==> src/rtl/piso_bit_serializer_pkg.sv <==
// Shared types and helpers for the parallel-in/serial-out bit serializer.
package piso_pkg;

  typedef enum logic {
    ST_IDLE  = 1'b0,
    ST_SHIFT = 1'b1
  } piso_state_e;

  // Counter width that never collapses to zero bits for trivial ranges.
  function automatic int unsigned clog2_min1(input int unsigned n);
    return (n < 2) ? 1 : int'($clog2(n));
  endfunction

endpackage

==> src/rtl/piso_bit_serializer_if.sv <==
// Word-in / serial-out handshake bundle between the word source and the serializer.
interface piso_bit_serializer_if #(
  parameter int unsigned WIDTH = 8
);
  logic [WIDTH-1:0] din;
  logic             din_valid;
  logic             din_ready;
  logic             x_out;
  logic             x_valid;
  logic             frame_done;

  modport master (
    output din, din_valid,
    input  din_ready, x_out, x_valid, frame_done
  );

  modport slave (
    input  din, din_valid,
    output din_ready, x_out, x_valid, frame_done
  );
endinterface

==> src/rtl/piso_bit_serializer_bit_tick_gen.sv <==
// Per-bit clock divider: tick marks the last clock of each serial bit period.
module bit_tick_gen
  import piso_pkg::*;
#(
  parameter int unsigned BIT_DIV = 1
) (
  input  logic clk,
  input  logic rst_n,
  input  logic clear,
  input  logic run,
  output logic tick
);

  localparam int unsigned    DW   = clog2_min1(BIT_DIV);
  localparam logic [DW-1:0]  TERM = DW'(BIT_DIV - 1);

  logic [DW-1:0] div_cnt;

  assign tick = run && (div_cnt == TERM);

  // With BIT_DIV=1, TERM is 0 so the counter stays at 0 and every clock ticks.
  always_ff @(posedge clk or negedge rst_n) begin
    if (!rst_n) begin
      div_cnt <= '0;
    end else if (clear) begin
      div_cnt <= '0;
    end else if (run) begin
      if (div_cnt == TERM) div_cnt <= '0;
      else                 div_cnt <= div_cnt + 1'b1;
    end
  end

endmodule

==> src/rtl/piso_bit_serializer.sv <==
// Parallel-in/serial-out stage: takes WIDTH-bit words over valid/ready and
// streams them gap-free onto x_out, each bit held for BIT_DIV clocks.
module piso_bit_serializer
  import piso_pkg::*;
#(
  parameter int unsigned WIDTH     = 8,
  parameter int unsigned BIT_DIV   = 1,
  parameter bit          MSB_FIRST = 1'b1,
  parameter bit          IDLE_BIT  = 1'b1
) (
  input  logic                   clk,
  input  logic                   rst_n,
  piso_bit_serializer_if.slave   bus
);

  localparam int unsigned   BW      = clog2_min1(WIDTH);
  localparam int unsigned   OUT_IDX = MSB_FIRST ? WIDTH - 1 : 0;
  localparam logic [BW-1:0] LAST_BIT = BW'(WIDTH - 1);

  piso_state_e      state, state_d;
  logic [WIDTH-1:0] shreg, shreg_d;
  logic [BW-1:0]    bit_cnt, bit_cnt_d;
  logic             in_shift, tick, last, ready, accept;

  assign in_shift = (state == ST_SHIFT);
  assign last     = in_shift && tick && (bit_cnt == LAST_BIT);
  // Ready also depends on rst_n so nothing is offered while reset is held.
  assign ready    = rst_n && (!in_shift || last);
  assign accept   = bus.din_valid && ready;

  bit_tick_gen #(
    .BIT_DIV (BIT_DIV)
  ) u_tick (
    .clk   (clk),
    .rst_n (rst_n),
    .clear (accept),
    .run   (in_shift),
    .tick  (tick)
  );

  always_comb begin
    state_d   = state;
    shreg_d   = shreg;
    bit_cnt_d = bit_cnt;
    case (state)
      ST_IDLE: begin
        if (accept) begin
          state_d   = ST_SHIFT;
          shreg_d   = bus.din;
          bit_cnt_d = '0;
        end
      end
      ST_SHIFT: begin
        if (accept) begin
          shreg_d   = bus.din;
          bit_cnt_d = '0;
        end else if (last) begin
          state_d   = ST_IDLE;
          shreg_d   = '0;
          bit_cnt_d = '0;
        end else if (tick) begin
          shreg_d   = MSB_FIRST ? {shreg[WIDTH-2:0], 1'b0} : {1'b0, shreg[WIDTH-1:1]};
          bit_cnt_d = bit_cnt + 1'b1;
        end
      end
      default: state_d = ST_IDLE;
    endcase
  end

  always_ff @(posedge clk or negedge rst_n) begin
    if (!rst_n) begin
      state   <= ST_IDLE;
      shreg   <= '0;
      bit_cnt <= '0;
    end else begin
      state   <= state_d;
      shreg   <= shreg_d;
      bit_cnt <= bit_cnt_d;
    end
  end

  assign bus.x_out      = in_shift ? shreg[OUT_IDX] : IDLE_BIT;
  assign bus.x_valid    = in_shift;
  assign bus.frame_done = last;
  assign bus.din_ready  = ready;

endmodule

==> src/flat_wrapper.sv <==
// flat-port wrapper written by rule: the top's interface ports become plain ports
module piso_bit_serializer_flat import piso_pkg::*;
#(
  parameter int unsigned WIDTH     = 8,
  parameter int unsigned BIT_DIV   = 1,
  parameter bit          MSB_FIRST = 1'b1,
  parameter bit          IDLE_BIT  = 1'b1
)
  (clk, rst_n, bus_din, bus_din_valid, bus_din_ready, bus_x_out, bus_x_valid, bus_frame_done);
  piso_bit_serializer_if #(.WIDTH(WIDTH)) bus_i ();
  input  logic clk;
  input  logic rst_n;
  input wire logic [$bits(bus_i.din)-1:0] bus_din;
  input wire logic [$bits(bus_i.din_valid)-1:0] bus_din_valid;
  output wire logic [$bits(bus_i.din_ready)-1:0] bus_din_ready;
  output wire logic [$bits(bus_i.x_out)-1:0] bus_x_out;
  output wire logic [$bits(bus_i.x_valid)-1:0] bus_x_valid;
  output wire logic [$bits(bus_i.frame_done)-1:0] bus_frame_done;
  assign bus_i.din = bus_din;
  assign bus_i.din_valid = bus_din_valid;
  assign bus_din_ready = bus_i.din_ready;
  assign bus_x_out = bus_i.x_out;
  assign bus_x_valid = bus_i.x_valid;
  assign bus_frame_done = bus_i.frame_done;
  piso_bit_serializer #(.WIDTH(WIDTH), .BIT_DIV(BIT_DIV), .MSB_FIRST(MSB_FIRST), .IDLE_BIT(IDLE_BIT)) u_core (.clk(clk), .rst_n(rst_n), .bus(bus_i));
endmodule
==> config.mk <==
export PLATFORM = sky130hd
export DESIGN_NAME = piso_bit_serializer_flat
export DESIGN_NICKNAME = d
export VERILOG_FILES = /design/src/rtl/piso_bit_serializer_pkg.sv /design/src/rtl/piso_bit_serializer_if.sv /design/src/rtl/piso_bit_serializer_bit_tick_gen.sv /design/src/rtl/piso_bit_serializer.sv /design/src/flat_wrapper.sv
export SDC_FILE = /design/constraint.sdc
export NUM_CORES = 1
export LEC_CHECK = 0
export ABC_AREA = 0
export CAP_MARGIN = 20
export CORE_MARGIN = 4
export CORE_UTILIZATION = 35
export DETAILED_ROUTE_END_ITERATION = 10
export PLACE_DENSITY = 0.63
export SLEW_MARGIN = 20
export SYNTH_ARGS = -nofsm -noshare
export SYNTH_HDL_FRONTEND = slang
export SYNTH_SLANG_ARGS = --single-unit
export TNS_END_PERCENT = 50
==> constraint.sdc <==
create_clock -name clk -period 1.8 [get_ports clk]
set_input_delay 0.18 -clock clk [delete_from_list [all_inputs] [get_ports clk]]
set_output_delay 0.18 -clock clk [all_outputs]
set_load 0.005 [all_outputs]
### After elaboration in Yosys (flattened, before gate mapping)

Cells that the tools add are included.

* bits in registers: 13
* input port bits: 11
* word-level logic and storage cells: 38

* add/sub/neg operators: 2
* equality and inequality tests: 3
* multiplexer cells: 18
* bitwise operators: 2
* reductions and logical operators: 9

Operator list (count)
* 8-bit 2-to-1 mux: 4
* 8-bit case mux with 2 select lines: 1
* 3-bit 2-to-1 mux: 4
* 1-bit 2-to-1 mux: 7
* 3-bit case mux with 2 select lines: 1
* 1-bit logical AND: 5
* 4-bit != test, second input constant: 1
* 3-bit by 1-bit adder with 3-bit output, second input constant: 1
* 3-bit equality test, second input constant: 1
* 2-bit by 1-bit != test with 1-bit output, second input constant: 1
* 1-bit NOT: 2
* 1-bit case mux with 2 select lines: 1
* 2-bit AND reduction: 1
* 2-bit nonzero test: 1
* 1-bit adder, second input constant: 1
* 1-bit zero test: 1
* 1-bit logical OR: 1

### Longest topological paths before layout

* depth after elaboration: 9
* gate-level depth with buffers: 6
* depth with buffers taken out: 5

### Hierarchy

A second synthesis with hierarchy kept.

* cell total of the unflattened synthesis: 73
* area, all modules: 669.4 um2

Modules (own cells, without submodules)
* piso_bit_serializer: instances 1, cells each 72, area each 661.9 um2
* bit_tick_gen: instances 1, cells each 1, area each 7.5 um2

### Worst setup path before layout

No wires, ideal clock.

* path kind: flip-flop to output port
* start point: register u_core.bit_cnt[0]
* end point: output bus_din_ready
* arrival time: 1.238 ns
* data required time: 1.620 ns
* path slack: 0.382 ns
* cell stages (with the launch flop): 6
* path buffers: 1
* cell sequence: dfrtp_1 -> ha_1 -> ha_1 -> nand2b_1 -> buf_4 -> and2_1

* word-level cells in the longest chain between the ends: 4

RTL lines
* start: declaration: RTL line piso_bit_serializer.sv:22 `logic [BW-1:0] bit_cnt, bit_cnt_d;`
* start signal: assignment: RTL line piso_bit_serializer.sv:78 `bit_cnt <= bit_cnt_d;`
* 3-bit equality test: RTL line piso_bit_serializer.sv:26 `assign last = in_shift && tick && (bit_cnt == LAST_BIT);`
* 1-bit logical AND: RTL line piso_bit_serializer.sv:26
* 1-bit logical OR: RTL line piso_bit_serializer.sv:28 `assign ready = rst_n && (!in_shift || last);`
* 1-bit logical AND: RTL line piso_bit_serializer.sv:28
* end: declaration: RTL line flat_wrapper.sv:15 `output wire logic [$bits(bus_i.din_ready)-1:0] bus_din_ready;`

Every way passes these cells.

### Worst setup path after layout

* start point: register u_core.bit_cnt[1]
* end point: output bus_din_ready

Same word-level chain as after synthesis.

==> flow_metrics.env <==
export IMPL_status="finished, final reports clean"
export IMPL_tightest_slew_ns=0.354
export IMPL_worstPathCellList="ha_2, ha_4, nand2b_4, and2_1, dlygate4sd2_1"
export IMPL_yosysTopAreaCellShare=0.527
export IMPL_grt_ovfl_total=0
export IMPL_clockRootBuffer="clkbuf_4"
export IMPL_start_util=0.374
export IMPL_dieHeight_microns=48.3
export IMPL_finalHoldViolCount=0
export IMPL_cts_sinks=12
export IMPL_initialDrtViolationCount=7
export IMPL_io_pins=15
export IMPL_synth_area_leaders="dfrtp_1, a22oi_1, nand3_1"
export IMPL_timing_max_cap_violations=0
export IMPL_grt_use_met2=0.172
export IMPL_critPathLaunchType="flop"
export IMPL_arrival_ns=1.57
export IMPL_dp_hpwl_microns=872
export IMPL_netlist_cell_type_count=17
export IMPL_drc_errors=0
export IMPL_die_area_sq_um=2340
export IMPL_antenna_found_initial=0
export IMPL_clk_pin_slew_ns=0.08
export IMPL_slowest_stage="dfrtp_1"
export IMPL_vdd_drop_max_v=0.000933
export IMPL_grt_max_degree=11
export IMPL_multiInputGateArea_sq_um=262
export IMPL_synthesis_area_sq_um=569
export IMPL_crit_type="flop to output pin"
export IMPL_synthDominantAreaCellType="dfrtp_1"
export IMPL_async_flop_share=1.00
export IMPL_synth_ff_type="dfrtp_1"
export IMPL_end_kind="output pin"
export IMPL_nets=89
export IMPL_min_period_ns=1.75
export IMPL_port_buffers=14
export IMPL_synth_warnings=0
export IMPL_avgSynthCellArea_sq_um=10.7
export IMPL_maxSlewViolCount=0
export IMPL_grt_usage=0.115
export IMPL_regArea_sq_um=300
export IMPL_max_freq_mhz=572
export IMPL_synth_edf_count=0
export IMPL_routedWlPerCell_microns=13.6
export IMPL_n_fill_cell=146
export IMPL_grt_pass1_wl_microns=2160
export IMPL_dr_pass1_iters=4
export IMPL_cts_buffer_depth=2
export IMPL_diodes=0
export IMPL_gp_congestion=0.719
export IMPL_post_drt_via_cell_ratio=5.34
export IMPL_critPathMaxStageDelay_ns=0.39
export IMPL_cts_tree="yes"
export IMPL_postSynthNetCount=66
export IMPL_holdWs_ns=0.334
export IMPL_routed_wirelength_microns=1240
export IMPL_busiest_layer="met2"
export IMPL_dp_worst_setup_slack_ns=0.0476
export IMPL_setup_viol=0
export IMPL_hold_path_class="primary input to asynchronous set/reset pin"
export IMPL_layout_drive_gt1_share=0.227
export IMPL_finalCritPeriodShare=0.970
export IMPL_power_density_nw_per_um2=1370
export IMPL_drtAntennaViolNets=0
export IMPL_synth_seq_cells=12
export IMPL_ys_seq_area_frac=0.527
export IMPL_critPathRequiredTime_ns=1.62
export IMPL_core_area_sq_um=1520
export IMPL_syn_inst=53
export IMPL_clk_insertion_delay_late_ns=0.27
export IMPL_grt_use_met3=0.0307
export IMPL_skew_ns=0.00366
export IMPL_setup_ws_ns=0.0531
export IMPL_cts_buffers=3
export IMPL_slew_headroom=0.764
export IMPL_die_width_microns=48.3
export IMPL_final_cell_mix="clkdlybuf4s50_1, dfrtp_1, nand3_1, nand2_1"
export IMPL_path_max_fanout=3
export IMPL_rows=14
export IMPL_use_met1=0.151
export IMPL_grt_pass1_vias=456
export IMPL_num_vias=486
export IMPL_leakagePower_uw=0.000392
export IMPL_htreeDepth=1
export IMPL_area_growth_pct=42.6
flip-flops by register name (all words and copies together), names as in the netlist:
| signal | flops |
|---|---|
| u_core.bit_cnt | 3 |
| u_core.bus.x_valid | 1 |
| u_core.shreg | 8 |
layout make-up:
| cell class | count | area share |
|---|---|---|
| sequential | 12 | 0.370 |
| multi-input combinational | 37 | 0.322 |
| timing repair buffer | 21 | 0.234 |
| clock buffer | 4 | 0.0447 |
| tap | 16 | 0.0247 |
| inverter | 1 | 0.00462 |
path summary, 6_finish.rpt:
path                                               start                           to  slack, ns  cells after the start
setup / recovery           u_core.bit_cnt[1]$_DFFE_PN0P_                bus_din_ready       0.05                      5
hold / removal                                     rst_n  u_core.shreg[1]$_DFFE_PN0P_       0.33                      2
setup reg to reg           u_core.bit_cnt[1]$_DFFE_PN0P_  u_core.shreg[6]$_DFFE_PN0P_       0.43                      6
hold reg to reg              u_core.shreg[7]$_DFFE_PN0P_  u_core.shreg[7]$_DFFE_PN0P_       0.51                      2
max in group asynchronous                          rst_n  u_core.shreg[7]$_DFFE_PN0P_       1.34                      2
min in group clk                              bus_din[3]  u_core.shreg[3]$_DFFE_PN0P_       0.44                      3
worst max-delay path: cells and delay by family (launching register included):
kind,cells,cell delay [ns]
and+or+nand+nor,2,0.28
buffers and inverters,1,0.26
DFF,1,0.39
adders and majority gates,2,0.36
repair_timing:
action / CTS / global route
gates resized for setup: 5 / 1
buffers inserted: 1 / 1
hold buffers: 0 / 0
pin swaps: 0 / 1
endpoints found under the setup margin: 2 / 1
endpoints found under the hold margin: 0 / 0
metal layers:
| layer | share of wire | vias to the layer above | wire, microns |
|---|---|---|---|
| li1 | - | 235 | - |
| met1 | 0.46 | 235 | 563 |
| met2 | 0.46 | 14 | 567 |
| met3 | 0.073 | 2 | 90 |
| met4 | 0.013 | 0 | 16 |
| met5 | 0 | - | 0 |
power breakdown:
group | internal (uW) | total (uW) | switching, uW
sequential | 370 | 441 | 71.6
clock | 123 | 215 | 91.7
combinational | 263 | 459 | 196
logic make-up after synthesis:
logic type                 Yosys count  share of synthesized area
adders and majority gates            2                     0.0439
DFF                                 12                      0.527
AOI/OAI and AO/OA                   12                      0.160
and+or+nand+nor                     23                      0.215
buffers and inverters                4                     0.0527
through the flow:
stage / std cells / total power [uW] / instance area (sq um) / TNS [ns] / utilization
floorplan: 53 / 704 / 569 / 0 / -
global placement: 85 / 840 / 741 / 0 / 0.486
detailed placement: 85 / 847 / 741 / 0 / 0.486
CTS: 90 / 1100 / 795 / 0 / 0.521
global route: 91 / 1200 / 812 / -0.00430 / 0.533
finish: 91 / 1120 / 812 / 0 / 0.533
synth_stat cells, types with 2 or more instances:
master and count:
a22o_1 2, a22oi_1 7, and2_1 2, buf_4 2
dfrtp_1 12, ha_1 2, nand2_1 8, nand2b_1 2
nand3_1 8
Power figures use the tool's default switching activity.
